## src/rtl/regs_wr_arb.sv

```systemverilog
// Round-robin write arbiter for a register bank: grants one of REQ_N requesters,
// then drives a one-cycle one-hot WE/CLR strobe, write data and ACK to the winner.
module regs_wr_arb #(
    parameter int REQ_N  = 4,
    parameter int DATA_W = 32,
    parameter int ADDR_W = 4
) (
    input  logic                      CLK,
    input  logic                      RST,
    input  logic [REQ_N-1:0]          REQ,
    input  logic [REQ_N-1:0]          CLR_REQ,
    input  logic [REQ_N*ADDR_W-1:0]   ADDR,
    input  logic [REQ_N*DATA_W-1:0]   WDATA,
    output logic [REQ_N-1:0]          ACK,
    output logic [(2**ADDR_W)-1:0]    WE_O,
    output logic [(2**ADDR_W)-1:0]    CLR_O,
    output logic [DATA_W-1:0]         PDI_O,
    output logic                      BUSY
);

    localparam int REG_N = 2**ADDR_W;
    localparam int IDX_W = $clog2(REQ_N);

    typedef enum logic {
        IDLE  = 1'b0,
        WRITE = 1'b1
    } state_t;

    state_t             state;
    state_t             next_state;
    logic [IDX_W-1:0]   last;
    logic [IDX_W-1:0]   grant;
    logic               grant_valid;
    logic [ADDR_W-1:0]  grant_addr;
    logic [DATA_W-1:0]  grant_data;
    logic               grant_clr;

    logic [REQ_N-1:0]   ack_d;
    logic [REG_N-1:0]   we_d;
    logic [REG_N-1:0]   clr_d;
    logic [DATA_W-1:0]  pdi_d;

    // Rotating priority: first requester set at or after last+1, wrapping.
    always_comb begin
        grant       = last;
        grant_valid = 1'b0;
        for (int k = 1; k <= REQ_N; k++) begin
            if (!grant_valid && REQ[(int'(last) + k) % REQ_N]) begin
                grant_valid = 1'b1;
                grant       = IDX_W'((int'(last) + k) % REQ_N);
            end
        end
    end

    assign grant_addr = ADDR[int'(grant)*ADDR_W +: ADDR_W];
    assign grant_data = WDATA[int'(grant)*DATA_W +: DATA_W];
    assign grant_clr  = CLR_REQ[grant];

    // NOTE: sequential state uses non-blocking assignments so every flop samples pre-edge values.
    always_ff @(posedge CLK or negedge RST) begin
        if (!RST) begin
            state <= IDLE;
            last  <= IDX_W'(REQ_N - 1);
            ACK   <= '0;
            WE_O  <= '0;
            CLR_O <= '0;
            PDI_O <= '0;
            BUSY  <= 1'b0;
        end else begin
            state <= next_state;
            ACK   <= ack_d;
            WE_O  <= we_d;
            CLR_O <= clr_d;
            PDI_O <= pdi_d;
            BUSY  <= (next_state == WRITE);
            if (state == IDLE && grant_valid) begin
                last <= grant;
            end
        end
    end

    always_comb begin
        next_state = state;
        case (state)
            IDLE:    if (grant_valid) next_state = WRITE;
            WRITE:   next_state = IDLE;
            default: next_state = IDLE;
        endcase
    end

    // Values loaded into the output flops; non-zero only for the cycle entering WRITE.
    // NOTE: every signal gets a default first so no path through the block infers a latch.
    always_comb begin
        ack_d = '0;
        we_d  = '0;
        clr_d = '0;
        pdi_d = '0;
        if (state == IDLE && grant_valid) begin
            ack_d[grant]     = 1'b1;
            we_d[grant_addr] = 1'b1;
            if (grant_clr) begin
                clr_d[grant_addr] = 1'b1;
            end else begin
                pdi_d = grant_data;
            end
        end
    end

endmodule
```

## config.mk

```make
export PLATFORM = sky130hd
export DESIGN_NAME = regs_wr_arb
export DESIGN_NICKNAME = d
export VERILOG_FILES = /design/src/rtl/regs_wr_arb.sv
export SDC_FILE = /design/constraint.sdc
export NUM_CORES = 1
export LEC_CHECK = 0
export ABC_AREA = 1
export ABC_CLOCK_PERIOD_IN_PS = 1900
export CORE_AREA = 3 3 113 115
export CTS_BUF_LIST = sky130_fd_sc_hd__clkbuf_8
export CTS_CLUSTER_SIZE = 10
export DETAILED_ROUTE_END_ITERATION = 6
export DIE_AREA = 0 0 116 118
export PLACE_DENSITY_LB_ADDON = 0.12
export SYNTH_ARGS = -nofsm -noshare
export SYNTH_HDL_FRONTEND = slang
export SYNTH_SLANG_ARGS = --single-unit
```

## constraint.sdc

```tcl
create_clock -name CLK -period 1.9 [get_ports CLK]
set_clock_uncertainty 0.05 [all_clocks]
set_input_delay 0.285 -clock CLK [delete_from_list [all_inputs] [get_ports CLK]]
set_output_delay 0.285 -clock CLK [all_outputs]
set_load 0.1 [all_outputs]
```

=== Yosys cells after proc, flatten, opt, wreduce, memory -nomap -nowiden ===
Index checks and enable logic that the tools add are counted.

* Register bits: 71
* Output and inout bits: 69
* Word-level logic and storage cells: 72

* $lt $le $gt $ge: 8
* Bitwise gates (word level): 5
* Mux-type cells: 34
* Reduce and logical (&&, ||, !) cells: 13
* Shifts and indexed selects: 2
* Add/sub/neg operators: 4

{| class="wikitable"
|+ Operators by type and width
! operator !! number
|-
| $shiftx A128 B8 Y32 || 1
|-
| $mux W32 || 2
|-
| $mux W16 || 3
|-
| $lt A3 B4 Y1 const B || 4
|-
| $mux W1 || 16
|-
| $shiftx A16 B5 Y4 || 1
|-
| $bmux W1 S2 || 5
|-
| $mux W2 || 4
|-
| $reduce_or A2 Y1 || 4
|-
| $logic_and A1 B1 Y1 || 6
|-
| $lt A4 B5 Y1 const B || 1
|-
| $add A2 B1 Y2 const B || 2
|-
| $add A2 B2 Y2 const B || 2
|-
| $and A1 B1 Y1 const A || 4
|-
| $demux W1 S4 || 1
|-
| $ge A4 B1 Y1 const B || 1
|-
| $mux W4 || 1
|-
| $logic_not A1 Y1 || 3
|-
| $lt A2 B3 Y1 const B || 1
|-
| $demux W1 S2 || 1
|-
| $ge A2 B1 Y1 const B || 1
|-
| $pmux W1 S2 || 1
|-
| $not A1 Y1 || 1
|}

=== Logic depth before layout (Yosys ltp) ===
* Depth in word-level cells: 23
* Depth in mapped cells: 17
* Mapped depth without buffers: 15

=== Least setup slack after synthesis ===
Ideal clock, no wire load.

* Kind: reg2reg
* Start point: reg last[0]
* End point: reg PDI_O[1]
* Required time: 1777 ps
* Path slack: -163 ps
* Arrival time: 1940 ps
* Stages on the path, launching flop included: 18
* Period minus slack after synthesis: 2063 ps
* Path through: dfstp_2 > buf_6 > inv_6 > nand2_1 > nand2_2 > nand2_1 > nand2_2 > inv_4 > nand2_4 > nand2_2 > nand2_1 > buf_6 > nand2_2 > nand3_4 > nand2_8 > nand2_4 > buf_6 > a21oi_2

* Word-level cells in the longest chain between the ends: 18
* Elaborated cells between the ends (all ways): 36

{| class="wikitable"
|+ Ends and longest elaborated chain
! item !! RTL line !! text
|-
| start, declared || 31 || <nowiki>logic [IDX_W-1:0] last;</nowiki>
|-
| start signal, assigned || 63 || <nowiki>last <= IDX_W'(REQ_N - 1);</nowiki>
|-
| start signal, assigned || 77 || <nowiki>last <= grant;</nowiki>
|-
| branches (longest 17 deep; another with $add A2 B1 Y2) || -- ||
|-
| $mux W32 (*) || 98 || <nowiki>if (state == IDLE && grant_valid) begin</nowiki>
|-
| via pdi_d[1] || 41 || <nowiki>logic [DATA_W-1:0] pdi_d;</nowiki>
|-
| end signal, assigned || 74 || <nowiki>PDI_O <= pdi_d;</nowiki>
|-
| end, declared || 17 || <nowiki>output logic [DATA_W-1:0] PDI_O,</nowiki>
|}

Mark *: on every way through the listed nets, which the timed path passes. The select of a mux whose other input is x is not followed.
A chain may end at the register's enable or synchronous reset.

=== Worst setup path in the final report ===
* Start point: reg last[0]
* End point: reg CLR_O[12]

* Word-level cells in the longest chain between the ends: 21
* Elaborated cells between the ends (all ways): 41

{| class="wikitable"
|+ Ends and longest elaborated chain
! item !! RTL line !! text
|-
| $add A2 B1 Y2 || 48, 50 ||
|-
| $bmux W1 S2 || 48 || <nowiki>if (!grant_valid && REQ[(int'(last) + k) % REQ_N]) begin</nowiki>
|-
| $mux W1 (implied by the code) (2 in series) || 48 ||
|-
| $mux W1 || 48 ||
|-
| $logic_not A1 Y1 || 48 ||
|-
| $logic_and A1 B1 Y1 || 48 ||
|-
| $mux W1 || 48 ||
|-
| $logic_not A1 Y1 || 48 ||
|-
| [... 5 more ...] || -- ||
|-
| $shiftx A16 B5 Y4 || 55 || <nowiki>assign grant_addr = ADDR[int'(grant)*ADDR_W +: ADDR_W];</nowiki>
|-
| $lt A4 B5 Y1 (implied by the code) / $ge A4 B1 Y1 (equally long branches) || 102 || <nowiki>clr_d[grant_addr] = 1'b1;</nowiki>
|-
| $logic_and A1 B1 Y1 (implied by the code) || 102 ||
|-
| $mux W1 (implied by the code) || 102 ||
|-
| $demux W1 S4 || 102 ||
|-
| $mux W16 || 101 || <nowiki>if (grant_clr) begin</nowiki>
|-
| $mux W16 (*) || 98 ||
|-
| via clr_d[12] || 40 || <nowiki>logic [REG_N-1:0] clr_d;</nowiki>
|-
| end signal, assigned || 73 || <nowiki>CLR_O <= clr_d;</nowiki>
|-
| end, declared || 16 || <nowiki>output logic [(2**ADDR_W)-1:0] CLR_O,</nowiki>
|}

The timed path passes the listed nets; every way through them passes the cells marked *. The select of a mux whose other input is x is not followed.

==> summary.md <==
| Metric | Value |
|---|---|
| Outcome | `complete, but fails checks` |
| Failing checks | `setup timing` |
| Clock-pin slew reported for the worst setup and hold paths after clock tree synthesis | `0.09 ns` |
| Hold slack final | `0.343 ns` |
| Share of the clock period used by the worst path | `1.24` |
| Initial core utilization | `0.357` |
| Standard-cell rows | `40` |
| Port Buf Inserts | `222` |
| Share of post-route cells with drive strength above 1 | `0.339` |
| Max capacitance violation total | `0` |
| # DRC | `0` |
| CP startpoint kind | `flip-flop` |
| Wire length per cell after detailed routing | `between 15 and 20 um` |
| Unrepaired setup endpoints after global routing | `yes` |
| Final non-filler cell area | `0.00779 mm^2` |
| Post-synthesis cell type count | `26` |
| Ports | `223` |
| Count of mapped cells out of synthesis | `589` |
| Nets@finish | `998` |
| Htree depth | `3` |
| Maximum clock frequency | `around 430 MHz` |
| Number of synthesis warnings | `0` |
| Number of nets with antenna violations after detailed routing | `0` |
| CP required | `around 2.1 ns` |
| Net count after synthesis | `743` |
| CTS sink count | `71` |
| Post-Synthesis Mean Instance Area | `7.22 um^2` |
| Worst Setup Slack, final | `-0.447 ns` |
| Top metal layer carrying routed signals | `met4` |
| Worst path most repeated cell | `nand2_8` |
| Routed via count | `about 4700` |
| Worst-path cell chain | `inv_8 > nand2_2 > nand3_2 > nand2_4 > nand2_8 > nand2_8 > nand2_8 > nand2_8 > buf_6 > nand2_1 > nand2_1 > nand2_1 > nand2_2 > nand3_4 > nor3_2` |
| TritonCTS clock tree | `done` |
| Number of hold violations in the final report | `0` |
| Largest incremental delay on the critical path | `0.68 ns` |
| Worst endpoint data arrival time | `2.57 ns` |
| Worst setup path category | `reg2reg` |
| Number of slew-limit violations in the final report | `0` |
| Slowest stage cell, crit path | `dfstp_2` |
| Number of antenna violations at the first check in global routing | `0` |
| Layout Area Growth over Synthesis | `83.1%` |
| DIE WIDTH | `116 um` |
| Total Routed Length | `15.6 mm` |
| Max-slew headroom at the worst pin | `0.741` |
| Buffer type at the clock tree root | `clkbuf_8` |
| DP HPWL | `~10 mm` |
| Via density | `~4.7` |
| Number of DRC markers in iteration 0 | `about 240` |
| Largest net degree at the start of global routing | `45` |
| Worst skew pair latency | `between 0.3 and 0.4 ns` |
| Area of placed instances | `0.00670 mm^2` |
| CTS max path bufs | `2` |
| Largest fanout of any net on the critical path | `8` |
| Die area | `0.0137 mm^2` |
| Hold crit path type | `in2async` |
| Number of global-route vias before repair | `4651` |
| Min Clock Period, post-route | `2.35 ns` |
| First-pass GRT wire length | `23.1 mm` |
| Post-synthesis sequential element count | `71` |
| Count of TritonRoute iterations in the first routing pass | `5` |
| WL met3 | `around 960 um` |
| Antenna diode count | `0` |
| Detailed-routed wire length on met2 | `7.93 mm` |
| Worst Setup End Kind | `flip-flop` |
| Final weighted congestion of routability-driven global placement | `0.867` |
| Routed metal-1 wire length | `6.35 mm` |
| GR Overflow Total | `0` |
| Number of CTS-inserted buffers | `9` |
| Floorplan die height | `118 um` |
| Transition time at the pin with the least slew margin | `roughly 0.4 ns` |
| Tot GR Track Use | `0.213` |
| Sequential share of the synthesized area | `0.418` |
| Finish-stage setup viols | `70` |
| Netlist area before placement | `0.00426 mm^2` |
| Core area | `0.0119 mm^2` |
## worst max-delay path, delay by kind of cell, from the launching register on
family	cells	cell delay (ns)
and+or+nand+nor	13	1.33
DFF	1	0.68
buffers and inverters	2	0.18
## cells by family after synthesis
logic type / count (synthesis) / share of synthesized area
buffers and inverters: 56 / 0.0753
AOI/OAI and AO/OA: 37 / 0.0700
and+or+nand+nor: 425 / 0.437
DFF: 71 / 0.418
## sequential cells by signal, summed over array words and instances (netlist names)
register  flops
state         1
ACK           4
CLR_O        16
PDI_O        32
WE_O         16
last          2
## layout by cell type, fill, tap and decap left out, types with 2 or more instances in the layout
| master | instances |
|---|---|
| a21oi_2 | 32 |
| buf_12 | 10 |
| buf_16 | 2 |
| buf_4 | 89 |
| buf_6 | 7 |
| buf_8 | 5 |
| clkbuf_16 | 6 |
| clkbuf_8 | 11 |
| clkdlybuf4s50_1 | 152 |
| clkinv_4 | 3 |
| dfrtp_1 | 69 |
| dfstp_2 | 2 |
| inv_1 | 19 |
| inv_2 | 2 |
| inv_6 | 2 |
| inv_8 | 2 |
| nand2_1 | 288 |
| nand2_2 | 29 |
| nand2_4 | 25 |
| nand2_8 | 9 |
| nand3_1 | 18 |
| nand3_2 | 10 |
| nand3_4 | 10 |
| nor2_1 | 11 |
| nor2_2 | 8 |
| nor3_2 | 11 |
| nor3_4 | 6 |
| o21ai_2 | 2 |
## synth_stat cells
cell | count | area share
nand2_1 | 334 | 0.29
dfrtp_1 | 69 | 0.41
nand3_1 | 33 | 0.039
a21oi_2 | 30 | 0.062
inv_1 | 20 | 0.018
nor2_1 | 20 | 0.018
buf_2 | 18 | 0.021
nor3_2 | 16 | 0.038
nand2_2 | 10 | 0.015
buf_6 | 8 | 0.021
buf_4 | 5 | 0.0088
a21oi_1 | 4 | 0.0047
nand2_4 | 4 | 0.011
nand3_2 | 3 | 0.0071
dfstp_2 | 2 | 0.012
nand3_4 | 2 | 0.0082
o21ai_0 | 2 | 0.0024
clkinv_1 | 1 | 0.00088
clkinv_2 | 1 | 0.0012
inv_2 | 1 | 0.00088
inv_4 | 1 | 0.0015
inv_6 | 1 | 0.0021
nand2_8 | 1 | 0.0047
nand4_1 | 1 | 0.0015
nor3_1 | 1 | 0.0012
o21ai_1 | 1 | 0.0012
## final timing paths
kind                                          start                   to  slack [ns]  depth (start not counted)
worst max-delay path            last[0]$_DFFE_PN1P_  CLR_O[12]$_DFF_PN0_       -0.45                         15
worst min-delay path                            RST  CLR_O[15]$_DFF_PN0_        0.34                          2
worst max register to register  last[0]$_DFFE_PN1P_  CLR_O[12]$_DFF_PN0_       -0.45                         15
worst min register to register  last[1]$_DFFE_PN1P_  last[1]$_DFFE_PN1P_        0.51                          2
max in group asynchronous                       RST   PDI_O[3]$_DFF_PN0_        0.89                          3
min in group CLK                last[1]$_DFFE_PN1P_  last[1]$_DFFE_PN1P_        0.51                          2
## per-stage QoR
stage,setup WS (ns),utilization,std cells,TNS (ns)
4_1_cts,-0.367,0.619,986,-19.86
5_1_grt,-0.545,0.654,996,-31.94
6_report,-0.447,0.654,996,-24.32
3_3_place_gp,-0.442,0.562,957,-27.69
2_1_floorplan,-0.144,-,589,-8.42
3_5_place_dp,-0.516,0.562,957,-31.61
## layout make-up
cell class	count	area, um^2
timing repair buffer	272	2760
clock inverter	5	63.8
clock buffer	11	151
multi-input combinational	464	2730
fill	1007	4120
inverter	25	119
sequential	71	1780
tap	147	184
timing repair inverter	1	5.00
## repair_timing
action / in CTS / in global routing
buffers inserted: 7 / 3
pin swaps: 13 / 9
endpoints found under the setup margin: 70 / 70
gates cloned: 5 / 8
hold buffers: 1 / 0
endpoints found under the hold margin: 25 / 0
gates resized for setup: 69 / 58
## metal layers
layer / global-route usage / vias to the layer above
li1: - / 2340
met4: 0.0841 / 0
met5: 0 / -
met3: 0.0483 / 27
met1: 0.260 / 2165
met2: 0.359 / 164
Power is not shown: default switching activity piles up to over one toggle a cycle in this logic, so the estimate is an artifact.
